### src/rtl/seg_pkg.sv
// Shared types and defaults for the MEM/WB skid segment.
// Provides the entry layout, the occupancy state enum and the default path widths.
package seg_pkg;

    localparam int DATA_W_DEF = 32;
    localparam int REG_AW_DEF = 4;

    typedef enum logic [1:0] {
        EMPTY = 2'd0,
        ONE   = 2'd1,
        FULL  = 2'd2
    } skid_state_t;

    // Field order here is the packing order used for the flat entry vector.
    typedef struct packed {
        logic                  mem_to_reg;
        logic                  reg_write;
        logic [DATA_W_DEF-1:0] mem;
        logic [DATA_W_DEF-1:0] alu;
        logic [REG_AW_DEF-1:0] rr3;
    } mem_wb_entry_t;

    function automatic int entry_width(input int dw, input int aw);
        return 2 + 2 * dw + aw;
    endfunction

endpackage

### src/rtl/segment_mem_wb_skid_if.sv
// MEM->WB handshake bundle: upstream entry, downstream head entry and, with
// SEG_MEM_WB_FWD_EN defined, the forwarding taps.
interface segment_mem_wb_skid_if
    import seg_pkg::*;
#(
    parameter int DATA_W = DATA_W_DEF,
    parameter int REG_AW = REG_AW_DEF
) ();

    logic              in_valid;
    logic              in_ready;
    logic              MemToReg_in;
    logic              RegWrite_in;
    logic [DATA_W-1:0] mem_in;
    logic [DATA_W-1:0] alu_in;
    logic [REG_AW-1:0] RR3_in;

    logic              out_valid;
    logic              out_ready;
    logic              MemToReg_out;
    logic              RegWrite_out;
    logic [DATA_W-1:0] mem_out;
    logic [DATA_W-1:0] alu_out;
    logic [REG_AW-1:0] RR3_out;

`ifdef SEG_MEM_WB_FWD_EN
    logic              fwd_valid;
    logic [REG_AW-1:0] fwd_rd;
    logic [DATA_W-1:0] fwd_data;

    modport master (
        output in_valid, MemToReg_in, RegWrite_in, mem_in, alu_in, RR3_in, out_ready,
        input  in_ready, out_valid, MemToReg_out, RegWrite_out, mem_out, alu_out, RR3_out,
        input  fwd_valid, fwd_rd, fwd_data
    );

    modport slave (
        input  in_valid, MemToReg_in, RegWrite_in, mem_in, alu_in, RR3_in, out_ready,
        output in_ready, out_valid, MemToReg_out, RegWrite_out, mem_out, alu_out, RR3_out,
        output fwd_valid, fwd_rd, fwd_data
    );
`else
    modport master (
        output in_valid, MemToReg_in, RegWrite_in, mem_in, alu_in, RR3_in, out_ready,
        input  in_ready, out_valid, MemToReg_out, RegWrite_out, mem_out, alu_out, RR3_out
    );

    modport slave (
        input  in_valid, MemToReg_in, RegWrite_in, mem_in, alu_in, RR3_in, out_ready,
        output in_ready, out_valid, MemToReg_out, RegWrite_out, mem_out, alu_out, RR3_out
    );
`endif

endinterface

### src/rtl/seg_entry_reg.sv
// One pipeline entry register with load enable and synchronous clear.
// Updates on the falling edge like every pipeline segment.
module seg_entry_reg #(
    parameter int W = 8
) (
    input  logic         clk,
    input  logic         rst,
    input  logic         clr,
    input  logic         load,
    input  logic [W-1:0] d,
    output logic [W-1:0] q
);

    logic [W-1:0] entry_d;
    logic [W-1:0] entry_q;

    always_comb begin
        entry_d = entry_q;
        if (clr) begin
            entry_d = '0;
        end else if (load) begin
            entry_d = d;
        end
    end

    always_ff @(negedge clk) begin
        if (rst) begin
            entry_q <= '0;
        end else begin
            entry_q <= entry_d;
        end
    end

    assign q = entry_q;

endmodule

### src/rtl/segment_mem_wb_skid.sv
// MEM/WB segment with a head register plus one skid register in FIFO order.
// Optional forwarding taps are built only when SEG_MEM_WB_FWD_EN is defined.
module segment_mem_wb_skid
    import seg_pkg::*;
#(
    parameter int DATA_W = DATA_W_DEF,
    parameter int REG_AW = REG_AW_DEF
) (
    input logic                  clk,
    input logic                  rst,
    input logic                  flush,
    segment_mem_wb_skid_if.slave bus
);

    localparam int ENTRY_W = entry_width(DATA_W, REG_AW);

    skid_state_t state_q, state_d;
    logic        in_ready_q, in_ready_d;
    logic        out_valid_q, out_valid_d;

    logic               push;
    logic               pop;
    logic               head_load;
    logic               skid_load;
    logic               head_from_skid;
    logic [ENTRY_W-1:0] in_entry;
    logic [ENTRY_W-1:0] head_d;
    logic [ENTRY_W-1:0] head_entry;
    logic [ENTRY_W-1:0] skid_entry;
    logic               head_mtr;
    logic               head_rw;
    logic               mtr_gated;
    logic               rw_gated;

    assign in_entry = {bus.MemToReg_in, bus.RegWrite_in, bus.mem_in, bus.alu_in, bus.RR3_in};
    assign push     = bus.in_valid & in_ready_q;
    assign pop      = out_valid_q & bus.out_ready;

    // A flush suppresses every load, so a same-cycle push or pop leaves no trace.
    always_comb begin
        state_d        = state_q;
        head_load      = 1'b0;
        skid_load      = 1'b0;
        head_from_skid = 1'b0;
        if (flush) begin
            state_d = EMPTY;
        end else begin
            case (state_q)
                EMPTY: begin
                    if (push) begin
                        head_load = 1'b1;
                        state_d   = ONE;
                    end
                end
                ONE: begin
                    if (push && pop) begin
                        head_load = 1'b1;
                    end else if (push) begin
                        skid_load = 1'b1;
                        state_d   = FULL;
                    end else if (pop) begin
                        state_d = EMPTY;
                    end
                end
                FULL: begin
                    if (pop) begin
                        head_load      = 1'b1;
                        head_from_skid = 1'b1;
                        state_d        = ONE;
                    end
                end
                default: state_d = EMPTY;
            endcase
        end
        in_ready_d  = (state_d != FULL);
        out_valid_d = (state_d != EMPTY);
    end

    always_ff @(negedge clk) begin
        if (rst) begin
            state_q     <= EMPTY;
            in_ready_q  <= 1'b1;
            out_valid_q <= 1'b0;
        end else begin
            state_q     <= state_d;
            in_ready_q  <= in_ready_d;
            out_valid_q <= out_valid_d;
        end
    end

    assign head_d = head_from_skid ? skid_entry : in_entry;

    seg_entry_reg #(.W(ENTRY_W)) u_head (
        .clk  (clk),
        .rst  (rst),
        .clr  (flush),
        .load (head_load),
        .d    (head_d),
        .q    (head_entry)
    );

    seg_entry_reg #(.W(ENTRY_W)) u_skid (
        .clk  (clk),
        .rst  (rst),
        .clr  (flush),
        .load (skid_load),
        .d    (in_entry),
        .q    (skid_entry)
    );

    assign {head_mtr, head_rw, bus.mem_out, bus.alu_out, bus.RR3_out} = head_entry;

    // Control bits are masked when nothing is valid so a stale head never writes back.
    assign mtr_gated        = head_mtr & out_valid_q;
    assign rw_gated         = head_rw & out_valid_q;
    assign bus.MemToReg_out = mtr_gated;
    assign bus.RegWrite_out = rw_gated;
    assign bus.in_ready     = in_ready_q;
    assign bus.out_valid    = out_valid_q;

`ifdef SEG_MEM_WB_FWD_EN
    assign bus.fwd_valid = out_valid_q & rw_gated;
    assign bus.fwd_rd    = bus.RR3_out;
    assign bus.fwd_data  = mtr_gated ? bus.mem_out : bus.alu_out;
`endif

endmodule

### src/flat_wrapper.sv
// flat-port wrapper written by rule: the top's interface ports become plain ports
module segment_mem_wb_skid_flat import seg_pkg::*;
#(
    parameter int DATA_W = DATA_W_DEF,
    parameter int REG_AW = REG_AW_DEF
)
  (clk, rst, flush, bus_in_valid, bus_MemToReg_in, bus_RegWrite_in, bus_mem_in, bus_alu_in, bus_RR3_in, bus_out_ready, bus_in_ready, bus_out_valid, bus_MemToReg_out, bus_RegWrite_out, bus_mem_out, bus_alu_out, bus_RR3_out);
  segment_mem_wb_skid_if #(.DATA_W(DATA_W), .REG_AW(REG_AW)) bus_i ();
  input logic clk;
  input logic rst;
  input logic flush;
  input wire logic [$bits(bus_i.in_valid)-1:0] bus_in_valid;
  input wire logic [$bits(bus_i.MemToReg_in)-1:0] bus_MemToReg_in;
  input wire logic [$bits(bus_i.RegWrite_in)-1:0] bus_RegWrite_in;
  input wire logic [$bits(bus_i.mem_in)-1:0] bus_mem_in;
  input wire logic [$bits(bus_i.alu_in)-1:0] bus_alu_in;
  input wire logic [$bits(bus_i.RR3_in)-1:0] bus_RR3_in;
  input wire logic [$bits(bus_i.out_ready)-1:0] bus_out_ready;
  output wire logic [$bits(bus_i.in_ready)-1:0] bus_in_ready;
  output wire logic [$bits(bus_i.out_valid)-1:0] bus_out_valid;
  output wire logic [$bits(bus_i.MemToReg_out)-1:0] bus_MemToReg_out;
  output wire logic [$bits(bus_i.RegWrite_out)-1:0] bus_RegWrite_out;
  output wire logic [$bits(bus_i.mem_out)-1:0] bus_mem_out;
  output wire logic [$bits(bus_i.alu_out)-1:0] bus_alu_out;
  output wire logic [$bits(bus_i.RR3_out)-1:0] bus_RR3_out;
  assign bus_i.in_valid = bus_in_valid;
  assign bus_i.MemToReg_in = bus_MemToReg_in;
  assign bus_i.RegWrite_in = bus_RegWrite_in;
  assign bus_i.mem_in = bus_mem_in;
  assign bus_i.alu_in = bus_alu_in;
  assign bus_i.RR3_in = bus_RR3_in;
  assign bus_i.out_ready = bus_out_ready;
  assign bus_in_ready = bus_i.in_ready;
  assign bus_out_valid = bus_i.out_valid;
  assign bus_MemToReg_out = bus_i.MemToReg_out;
  assign bus_RegWrite_out = bus_i.RegWrite_out;
  assign bus_mem_out = bus_i.mem_out;
  assign bus_alu_out = bus_i.alu_out;
  assign bus_RR3_out = bus_i.RR3_out;
  segment_mem_wb_skid #(.DATA_W(DATA_W), .REG_AW(REG_AW)) u_core (.clk(clk), .rst(rst), .flush(flush), .bus(bus_i));
endmodule
### config.mk
export PLATFORM = sky130hd
export DESIGN_NAME = segment_mem_wb_skid_flat
export DESIGN_NICKNAME = d
export VERILOG_FILES = /design/src/rtl/seg_pkg.sv /design/src/rtl/segment_mem_wb_skid_if.sv /design/src/rtl/seg_entry_reg.sv /design/src/rtl/segment_mem_wb_skid.sv /design/src/flat_wrapper.sv
export SDC_FILE = /design/constraint.sdc
export NUM_CORES = 1
export LEC_CHECK = 0
export CORE_MARGIN = 2
export CORE_UTILIZATION = 30
export DETAILED_ROUTE_END_ITERATION = 16
export GPL_TIMING_DRIVEN = 0
export MAX_ROUTING_LAYER = met4
export SYNTH_ARGS = -nofsm -noshare
export SYNTH_HDL_FRONTEND = slang
export SYNTH_SLANG_ARGS = --single-unit
### constraint.sdc
create_clock -name clk -period 2.45 [get_ports clk]
set_input_delay 0.49 -clock clk [delete_from_list [all_inputs] [get_ports clk]]
set_output_delay 0.49 -clock clk [all_outputs]
set_load 0.02 [all_outputs]
# --- Word-level counts from Yosys, hierarchy flattened ---
# Index checks and enable logic that the tools add are counted.
classes:
  eq_ne: 3
  mux: 18
  bitwise_logic: 4
  reduce_logical: 4
ops:
  columns: ["op", "count"]
  rows:
  - ["2-to-1 mux 70 bit", 1]
  - ["2-to-1 mux 2 bit", 6]
  - ["2-to-1 mux 1 bit", 9]
  - ["one-hot mux 2 bit (3 select lines)", 1]
  - ["AND 1 bit", 4]
  - ["one-hot mux 1 bit (3 select lines)", 1]
  - ["equality test 2 x 1 -> 1 bit, second input constant", 1]
  - ["equality test 2 bit, second input constant", 1]
  - ["logical NOT 2 bit", 1]
  - ["!= test 2 bit, second input constant", 1]
  - ["nonzero test 2 bit", 1]
  - ["OR reduction 2 bit", 1]
  - ["logical AND 1 bit", 1]
totals:
  register_bits: 144
  in_bits: 75
  output_inout_bits: 72
  word_cells: 34

# --- Depth between registers and ports, before layout ---
logic_depth:
  depth_word: 7
  depth_mapped: 6
  ltp_nobuf: 3

# --- Cells and area by module ---
# Synthesis repeated with hierarchy kept, for this count alone.
hier_totals:
  cells_unflattened: 560
  area_unflattened_um2: 6199.7
by_module_without_submodules:
  columns: ["module", "instances", "cells_per_inst", "area_each_um2", "seq_area_each_um2"]
  rows:
  - ["seg_entry_reg", 2, 228, 2551.2, 1401.3]
  - ["segment_mem_wb_skid", 1, 104, 1097.3, 80.1]

==> metrics.csv <==
stage,metric,value,unit
run_status,status,finished with violations,
run_status,violations,negative setup slack,
power_and_ir_drop,combinationalPowerShare,13.6,%
power_and_ir_drop,power_density,704.8,nW/um^2
power_and_ir_drop,p_switching,2.169,mW
setup_path,r2r_cells,7,
hold_path,worstHoldPathCells,2,
clock_network,cts_max_level,4,
synth,ys_seq_area_share,46.34,%
placement,portBuffers,146,
routing,wl_per_cell,15.85,um
die,die_x,148,um
finish,syn2layout_area_growth,63.37,%
synth,ys_warn_count,0,
power_and_ir_drop,switching_share,30.28,%
synth,syn_avg_cell_area,9.556,um^2
die,dieArea,21900,um^2
power_and_ir_drop,ir_worst_vdd,0.4527,mV
hold_path,holdPathEnd,u_core.u_skid.q[0],
die,die_h,148,um
finish,fillerInstances,1960,
setup_path,end_kind,output pin,
hold_path,hold_path.class,register to register,
global_routing,grt_pass1_vias,6540,
timing,fin_ws,-0.3159,ns
placement,placed_area,8218,um^2
finish,final_area,10160,um^2
clock_network,cts_root_buf,clkbuf_16,
setup_path,cp_slowest_cell,dfxtp_4,
finish,drive_gt1_share,34.18,%
global_routing,grtUsageTotal,19.06,%
setup_path,cp-start-kind,register,
placement,gp_congestion,0.7463,
routing,drt-initial-drc-count,283,
clock_network,numCtsBuffers,17,
finish,fin_util,50.07,%
synth,syn_nets,726,
finish,layout.nets,1052,
die,start_util,30.65,%
die,boundaryPins,147,
synth,ys_ff_latch,144,
clock_network,cts_tree,built,
clock_network,clk-insertion-delay-late,0.46,ns
clock_network,cts_sinks,144,
routing,drc,0,
setup_path,worstPathArrival,2.28,ns
timing,hold_viol,0,
routing,drt-pass1-iter-count,5,
die,rows,52,
timing,relSlewSlack,66.61,%
global_routing,grt_pass1_wl,32400,um
clock_network,path_clk_slew,0.04,ns
routing,drt-vias-per-instance,4.894,
timing,worst_pin_slew,0.5009,ns
timing,drv_slew,0,
placement,hpwl,12030,um
setup_path,slowest_delay,0.34,ns
power_and_ir_drop,p_int,4.994,mW
power_and_ir_drop,power.leakage,4.451,nW
flow_run,drv_cap,0,
finish,diodes,0,
global_routing,grt_overflow,0,
timing,fin_setup_tns,-27.80,ns
power_and_ir_drop,seqPwrFrac,34.9,%
placement,place_ws,-1.748,ns
setup_path,cp.buffers_inverters,2,
clock_network,cts_buffer_depth,2,
setup_path,crit_chain,buf_4 -> buf_6,
synth,yosysUniqueCellTypes,28,
synth,synth_area,6221,um^2
hold_path,worstHoldStart,u_core.u_skid.q[0],
die,coreArea,20300,um^2
clock_network,cts_hold_buf,0,
timing,finalClockSkew,0.02309,ns
routing,routed_wl,19960,um
routing,antenna_left,0,
setup_path,r2r_start,u_core.bus.out_valid,
power_and_ir_drop,clock_power_share,51.5,%
setup_path,rrSetupSlack,0.67,ns
timing,setup_viol,142,
routing,vias,6161,
global_routing,antenna_found_initial,0,
setup_path,crit_fanout,4,
timing,rsz0062_at_grt,yes,
setup_path,reg2reg_to,u_core.u_head.q[49],
global_routing,grt_max_degree,17,
setup_path,crit_required,1.96,ns
setup_path,path_delay_family,flip-flops,
setup_path,crit_type,register to output pin,
synth,synth_cells,651,
cell usage in the layout (no fill, tap or decap), drive strengths merged, types with 2 or more instances in the layout:
cell type,Yosys,final
clkinv,0,2
clkbuf,51,66
o221a,70,70
dfxtp,144,144
clkdlybuf4s50,0,70
and2,2,2
buf,86,181
nand2,2,2
bufinv,0,4
o21ai,71,71
nand3,70,70
a21oi,71,71
inv,1,151
o21a,70,70
power groups by stage:
stage / clock network (mW) / logic (mW) / registers (mW)
floorplan: 0.358 / 0.466 / 2.49
global placement: 0.358 / 0.830 / 2.51
detailed placement: 0.358 / 0.830 / 2.51
CTS: 3.81 / 0.984 / 2.50
global route: 4.11 / 1.04 / 2.50
finish: 3.69 / 0.974 / 2.50
synthesized netlist by cell type (all sizes together):
cell | count | area [um^2]
a211o | 1 | 8.760
a211oi | 1 | 7.510
a21bo | 1 | 10.01
a21boi | 1 | 7.510
a21oi | 71 | 355.3
a221oi | 1 | 8.760
a31oi | 1 | 6.260
and2 | 2 | 12.51
and3b | 1 | 8.760
buf | 86 | 648.1
clkbuf | 51 | 191.4
dfxtp | 144 | 2883
inv | 1 | 3.750
mux2i | 1 | 10.01
nand2 | 2 | 7.510
nand3 | 70 | 350.3
nand3b | 1 | 7.510
nand4b | 1 | 8.760
nor2 | 1 | 3.750
o21a | 70 | 525.5
o21ai | 71 | 355.3
o221a | 70 | 788.3
or2 | 1 | 6.260
or3 | 1 | 6.260
logic make-up (layout without fill, tap and decap cells):
group,after synthesis,after routing,share of synthesized area (%)
AO/OA/AOI/OAI,288,288,33.33
buffers and inverters,138,476,13.56
AND/OR/NAND/NOR,80,80,6.617
flip-flops,144,144,46.34
multiplexers,1,1,0.1609
worst reg2reg max path: cells and delay by family (launching register included):
| family | cells | cell delay [ns] |
|---|---|---|
| buf+inv | 4 | 0.60 |
| simple gates | 1 | 0.42 |
| flops | 1 | 0.35 |
| compound gates | 2 | 0.28 |
layer usage:
metal | share of wire (%) | vias to the layer above | GRT usage (%) | wire length, um
li1 | - | 3026 | - | -
met1 | 46 | 2932 | 23.08 | 9182
met2 | 48 | 179 | 28.19 | 9525
met3 | 4.8 | 24 | 6.111 | 961
met4 | 1.5 | 0 | 10.24 | 292
met5 | 0 | - | - | 0
worst max-delay path by stage:
stage,startpoint,to,slack (ns),cells after the start
floorplan,bus_out_ready,u_core.u_head.q[10],-0.39,6
global placement,bus_in_valid,u_core.u_head.q[10],-1.68,5
detailed placement,bus_in_valid,u_core.u_head.q[15],-1.75,5
CTS,u_core.bus.out_valid,bus_out_valid,-0.34,2
global route,u_core.bus.out_valid,bus_MemToReg_out,-0.36,2
finish,u_core.bus.out_valid,bus_out_valid,-0.32,2
flip-flops by register name, summed over array words and instances, names as in the netlist:
name,count
u_core.bus.out_valid,1
u_core.bus.in_ready,1
u_core.u_skid.q,70
u_core.u_head.q,70
u_core.state_q,2
per-stage QoR:
stage | cells | power (mW) | hold slack, ns
finish | 1259 | 7.164 | 0.4570
global placement | 1067 | 3.695 | 0.4477
floorplan | 651 | 3.318 | 0.4391
CTS | 1258 | 7.293 | 0.4631
global route | 1259 | 7.649 | 0.4881
detailed placement | 1067 | 3.694 | 0.4580
cell type report:
| type | instances | area (um^2) | share of cell area (%) |
|---|---|---|---|
| Clock inverter | 158 | 724.4 | 7.128 |
| Sequential cell | 144 | 2973 | 29.25 |
| Multi-Input combinational cell | 369 | 2559 | 25.18 |
| Timing Repair Buffer | 189 | 2056 | 20.23 |
| Buffer | 112 | 1089 | 10.71 |
| Tap cell | 270 | 337.8 | 3.324 |
| Clock buffer | 17 | 425.4 | 4.186 |
what timing repair did:
| item | 4_1_cts | 5_1_grt |
|---|---|---|
| gates cloned | 8 | 0 |
| endpoints found under the setup margin | 216 | 179 |
| pin swaps | 58 | 6 |
| buffers inserted | 32 | 4 |
| resized for setup | 617 | 19 |
No activity file was read; power rests on OpenSTA's default activity.
